## config.mk

```make
export PLATFORM = sky130hd
export DESIGN_NAME = dmux
export DESIGN_NICKNAME = d
export VERILOG_FILES = /design/src/rtl/dmux_pkg.sv /design/src/rtl/dmux_sat_counter.sv /design/src/rtl/dmux.sv
export SDC_FILE = /design/constraint.sdc
export NUM_CORES = 1
export LEC_CHECK = 0
export BUFFER_PORTS_ARGS = -buffer_cell sky130_fd_sc_hd__buf_2
export CAP_MARGIN = 20
export CORE_MARGIN = 3
export CORE_UTILIZATION = 34
export CTS_CLUSTER_SIZE = 16
export DETAILED_ROUTE_END_ITERATION = 12
export PLACE_DENSITY = 0.63
export SLEW_MARGIN = 20
export SYNTH_ARGS = -nofsm -noshare
export SYNTH_HDL_FRONTEND = slang
export SYNTH_SLANG_ARGS = --single-unit
```

## constraint.sdc

```tcl
create_clock -name clk -period 1.4 [get_ports clk]
set_input_delay 0.42 -clock clk [delete_from_list [all_inputs] [get_ports clk]]
set_output_delay 0.42 -clock clk [all_outputs]
set_load 0.02 [all_outputs]
```

## src/rtl/dmux_pkg.sv

```systemverilog
// Shared definitions for the dmux block: default sizes and the route decode
// that both the combinational path and the route counters agree on.
package dmux_pkg;

  // Default data width of in/a/b/a_q/b_q.
  localparam int DMUX_WIDTH_DEF = 1;

  // Default width of each saturating route counter.
  localparam int DMUX_CNT_W_DEF = 8;

  // Where the current input word is going this cycle.
  // ROUTE_NONE covers an all-zero word: it lands on an output, but carries
  // nothing worth counting.
  typedef enum logic [1:0] {
    ROUTE_NONE = 2'd0,
    ROUTE_A    = 2'd1,
    ROUTE_B    = 2'd2
  } route_e;

  // Classify the current transfer from the select line and a nonzero flag.
  function automatic route_e route_decode(input logic sel, input logic nonzero);
    route_e r;
    r = ROUTE_NONE;
    if (nonzero) begin
      r = sel ? ROUTE_B : ROUTE_A;
    end
    return r;
  endfunction

endpackage

```

## src/rtl/dmux_sat_counter.sv

```systemverilog
// Saturating up-counter with enable and asynchronous active-low clear.
// It holds at all-ones instead of wrapping, so a debug read never shows a
// small value after a long busy period.
module dmux_sat_counter #(
  parameter int CNT_W = 8
) (
  input  logic             clk,
  input  logic             rst_n,
  input  logic             i_en,
  output logic [CNT_W-1:0] o_cnt
);

  logic [CNT_W-1:0] r_cnt;
  logic             w_at_max;

  assign w_at_max = (r_cnt == {CNT_W{1'b1}});

  // Count enabled cycles, stop at the maximum value, clear immediately on reset.
  always_ff @(posedge clk or negedge rst_n) begin
    if (!rst_n) begin
      r_cnt <= '0;
    end else if (i_en && !w_at_max) begin
      r_cnt <= r_cnt + CNT_W'(1);
    end
  end

  assign o_cnt = r_cnt;

endmodule

```

## src/rtl/dmux.sv

```systemverilog
// 1-to-2 demultiplexer. The primary outputs a/b are purely combinational and
// ignore clk and rst_n. Registered copies (a_q/b_q) and per-output saturating
// route counters are provided for pipelined users and debug.
module dmux
  import dmux_pkg::*;
#(
  parameter int WIDTH = DMUX_WIDTH_DEF,
  parameter int CNT_W = DMUX_CNT_W_DEF
) (
  input  logic             clk,
  input  logic             rst_n,
  input  logic [WIDTH-1:0] in,
  input  logic             sel,
  output logic [WIDTH-1:0] a,
  output logic [WIDTH-1:0] b,
  output logic [WIDTH-1:0] a_q,
  output logic [WIDTH-1:0] b_q,
  output logic [CNT_W-1:0] cnt_a,
  output logic [CNT_W-1:0] cnt_b
);

  logic [WIDTH-1:0] w_a;
  logic [WIDTH-1:0] w_b;
  logic             w_nonzero;
  route_e           w_route;
  logic             w_inc_a;
  logic             w_inc_b;
  logic [WIDTH-1:0] r_a_q;
  logic [WIDTH-1:0] r_b_q;

  // The unselected side is forced to zero, so a and b are never both nonzero.
  assign w_a = sel ? '0 : in;
  assign w_b = sel ? in : '0;

  assign a = w_a;
  assign b = w_b;

  // A cycle is counted only when a nonzero word is routed; the decode yields
  // a single route, so at most one counter advances per cycle.
  assign w_nonzero = |in;
  assign w_route   = route_decode(sel, w_nonzero);
  assign w_inc_a   = (w_route == ROUTE_A);
  assign w_inc_b   = (w_route == ROUTE_B);

  // One-cycle registered copies of the combinational outputs.
  always_ff @(posedge clk or negedge rst_n) begin
    if (!rst_n) begin
      r_a_q <= '0;
      r_b_q <= '0;
    end else begin
      r_a_q <= w_a;
      r_b_q <= w_b;
    end
  end

  assign a_q = r_a_q;
  assign b_q = r_b_q;

  dmux_sat_counter #(
    .CNT_W (CNT_W)
  ) u_cnt_a (
    .clk   (clk),
    .rst_n (rst_n),
    .i_en  (w_inc_a),
    .o_cnt (cnt_a)
  );

  dmux_sat_counter #(
    .CNT_W (CNT_W)
  ) u_cnt_b (
    .clk   (clk),
    .rst_n (rst_n),
    .i_en  (w_inc_b),
    .o_cnt (cnt_b)
  );

endmodule

```

# --- Word level (Yosys, flattened, before mapping) ---
# Index checks and enable logic that the tools add are counted.
totals:
  inputBits: 4
  reg_bits: 18
classes:
  reduce_logical: 4
  n_eq_ne: 4
  mux: 4
  addsub: 2
op_table:
  columns: ["cell", "count"]
  rows:
  - ["$add 8x1->8 const B", 2]
  - ["$eq 8x8->1 const B", 2]
  - ["$mux 2", 2]
  - ["$eq 2x1->1 const B", 1]
  - ["$eq 2x2->1 const B", 1]
  - ["$logic_and 1x1->1", 2]
  - ["$logic_not 1->1", 2]
  - ["$mux 1", 2]

# --- Longest topological paths before layout ---
logic_depth:
  word_depth: 4
  ltp_mapped: 5
  depth_no_buf: 5

# --- Hierarchy ---
# From an unflattened synthesis, not the netlist that was laid out.
unflattened:
  cells_unflattened: 74
  area_unflattened_um2: 847.1
by_module_without_submodules:
  columns: ["module", "area_per_inst_um2", "cells_each", "n_inst"]
  rows:
  - ["dmux_sat_counter", 390.4, 35, 2]
  - ["dmux", 66.3, 4, 1]

# --- Worst setup path before layout ---
# No wires, ideal clock.
synth_timing:
  path_type: "reg2reg"
  from: "register u_cnt_a.r_cnt[0] (netlist: u_cnt_a.o_cnt[0])"
  to: "register u_cnt_a.r_cnt[1] (netlist: u_cnt_a.o_cnt[1])"
  required_time_ps: 1275
  path_slack_ps: -164
  setup_time_ps: 125
  arrival_ps: 1439
  period_less_slack_ps: 1564
  stages_incl_launch_ff: 5
  path_cell_list: "dfrtp_1 -> ha_1 -> nand3_1 -> o21ai_0 -> mux2_2"
synth_via:
  elab_chain_cells: 3
  elab_cells_between_ends: 4
  cone_classes: "add/sub (1); eq/ne (1); reduce/logical (2)"
synth_lines:
  columns: ["element", "line", "source"]
  rows:
  - ["start, declared", "dmux_sat_counter.sv:13", "logic [CNT_W-1:0] r_cnt;"]
  - ["start signal, assigned", "dmux_sat_counter.sv:23", "r_cnt <= r_cnt + CNT_W'(1);"]
  - ["parallel branches: the longest is 3 deep, another holds $add 8x1->8", null, null]
# Several ways; the timed one is not identified.
# A chain may end at the register's enable or synchronous reset.

# --- Worst setup path after layout ---
layout_timing:
  from: "register u_cnt_b.r_cnt[0] (netlist: u_cnt_b.o_cnt[0])"
  to: "output port cnt_b[0]"
layout_rtl:
  columns: ["element", "line", "source"]
  rows:
  - ["start, declared", "dmux_sat_counter.sv:13", null]
  - ["start signal, assigned", "dmux_sat_counter.sv:23", null]
  - ["end, declared", "dmux.sv:19", "output logic [CNT_W-1:0] cnt_b"]
# No word-level cell between the ends.

==> out/metrics.cfg <==
[setup_path]
cp.required_ns = 0.98
path_delay_family = flip-flops
crit_buf_inv = 2
reg2reg_slack_ns = 0.03
cp_num_cells = 2
crit_type = reg -> out
cp-end-kind = output pin
crit_path_max_fanout = 3
startpoint_type = register
arrival_ns = 0.98
crit_chain = buf_4, buf_6
crit_path_max_incr_delay_ns = 0.42
rr_worst_depth = 5
regToRegEndpoint = u_cnt_b.o_cnt[6]
regToRegStartpoint = u_cnt_b.o_cnt[0]
crit_slowest_cell = dfrtp_2

[global_route]
use_met3 = 0.03016
antenna_found_initial = 0
grt_max_degree = 19
busiest_layer = met2
grt_pass1_vias = 735
grt_pass1_wl_um = 3298
use_met2 = 0.2264
grt-ovfl-total = 0
grt_use_met1 = 0.1562
grt.total_usage = 0.1321

[sta]
finalCritPeriodShare = 0.9976
period_needed_ns = 1.397
slew_headroom = 0.7155
hold_viol = 0
setup_ws_ns = 0.003370
drv_slew = 0
grt_setup_unrepaired = yes
worst_pin_slew_ns = 0.4267
hold_ws_ns = 0.05467
max_freq_ghz = 0.7160
clock-skew-final_ns = 0.001285
finalSetupViolCount = 0
finalSetupTns_ns = 0

[final_layout]
final_common_cell = buf_4
diodes = 0
postLayoutCellArea_sq_um = 1354
final_cell_mix = buf_4, buf_6, buf_2
areaGrowthSynthToFinish_pct = 60.30
num-nets-final = 135
drive_above_1_share = 0.5906

[power]
p_clk_frac = 0.102
ir_drop_uv = 1212
cellPowerDensity_nw_per_um2 = 1851
p_leak_uw = 0.0006681
power_frac_comb = 0.541
power_switching_uw = 943.6
p_int_uw = 1562
p_total_uw = 2505
power_switching_share = 0.3766
p_seq_frac = 0.356

[worst_hold_path]
hold_path.class = in -> async

[die]
design.die.area_sq_um = 3118
io_pins = 24
fp.dieH_um = 55.84
die_x_um = 55.84
coreArea_sq_um = 2276
rows = 17
initial_core_util = 0.3711

[routing]
wire_per_inst_um = 12.56
drt_iter0_drc = 16
drc = 0
drtPass1Iterations = 4
viasPerCell = 4.923
vias = 763
antenna_left = 0
wirelength_um = 1947

[logic_synthesis]
ys_seq_area_frac = 0.5333
avgSynthCellArea_sq_um = 11.26
yosys_register_bits = 18
syn-cell-area_sq_um = 844.6
yosysWarnings = 0
syn_nets = 81
yosysUniqueCellTypes = 24
syn-instance-count = 75

[placed_design]
pre_cts_ws_ns = -0.07872
port_buffers = 23
dpl_cell_area_sq_um = 1141
gp_congestion = 0.7720
hpwl_um = 1403

[run]
drv_cap = 0

[clock_network]
root_buffer = clkbuf_4
htree_levels = 1
clock-sinks = 18
cts_inserted_buffers = 3
cts_hold_buf = 0
clkTransAtPathRegs_ns = 0.10
clkLatencyLatePin_ns = 0.28
cts_tree = yes
clockBufferDepth = 2

[status]
outcome = finished, final reports clean

==> per-stage QoR <==
stage,cells,util
detailed placement,142,0.5014
floorplan,75,-
CTS,148,0.5437
global route,155,0.5948
global placement,142,0.5014
finish,155,0.5948
==> flip-flops by register name (all words and copies together) (netlist names) <==
signal / flops
a_q: 1
u_cnt_b.o_cnt: 8
b_q: 1
u_cnt_a.o_cnt: 8
==> power groups by stage <==
stage / Combinational (uW) / Clock (uW) / Sequential (uW)
CTS: 1170 / 266 / 882
finish: 1360 / 256 / 893
floorplan: 290 / 0 / 1150
global route: 1480 / 288 / 926
global placement: 996 / 0 / 873
detailed placement: 1020 / 0 / 883
==> worst reg2reg max path, delay by kind of cell (launching register included) <==
family | cells | cell delay (ns)
buffers and inverters | 1 | 0.12
muxes | 1 | 0.31
and+or+nand+nor | 2 | 0.28
DFF | 1 | 0.42
adders and majority gates | 1 | 0.15
==> per-layer routing <==
layer  up-vias  part of all wire
met5         -                 0
met4         0            0.0087
met3         2             0.041
met2        11              0.52
met1       381              0.43
li1        369                 -
==> cell usage after synthesis <==
library cell,number,area (sq um)
mux2_2,5,56.30
nor2_1,6,22.52
dfrtp_1,18,450.4
and2b_1,1,7.510
buf_6,1,11.26
nand3_1,2,10.01
and3_1,3,18.77
a21oi_1,5,25.02
xor2_1,2,17.52
ha_1,2,25.02
nand2_1,8,30.03
nand4_1,4,25.02
nand3_2,1,10.01
nand2b_1,3,18.77
and4_4,1,11.26
xnor2_1,5,43.79
nor2b_1,1,6.260
mux2_4,1,15.01
and4_1,1,8.760
nor3_1,1,5.000
and2_1,1,6.260
nand4b_1,1,8.760
a31oi_1,1,6.260
o21ai_0,1,5.000
==> kinds of logic after synthesis <==
kind of cell	synth area share
XOR/XNOR	0.07259
AND/OR/NAND/NOR	0.2237
buffers and inverters	0.01333
multiplexers	0.08443
adder cells (fa/ha/maj)	0.02962
AO/OA/AOI/OAI	0.04296
flip-flops	0.5333
==> area by class of cell <==
cell class                 instances  area [sq um]
fill                             183         922.1
sequential                        18         456.7
multi-input combinational         56         435.4
timing repair buffer              50         404.1
tap                               28         35.03
clock buffer                       3         22.52
==> how the worst max path moves through the flow <==
stage / from / to / slack, ns
6_report: u_cnt_b.o_cnt[0] / cnt_b[0] / 0.003
5_1_grt: u_cnt_b.o_cnt[0] / cnt_b[0] / -0.04
4_1_cts: u_cnt_a.o_cnt[3] / cnt_a[3] / 0.002
3_5_place_dp: sel / u_cnt_a.o_cnt[7] / -0.08
3_3_place_gp: sel / u_cnt_a.o_cnt[7] / -0.03
2_1_floorplan: sel / u_cnt_a.o_cnt[7] / -0.02
==> repair_timing <==
item,CTS,global route
resized for setup,17,17
setup buffers,4,7
endpoints found under the setup margin,9,15
pin swaps,0,3
Note: power is estimated with default switching activity, not from simulation.
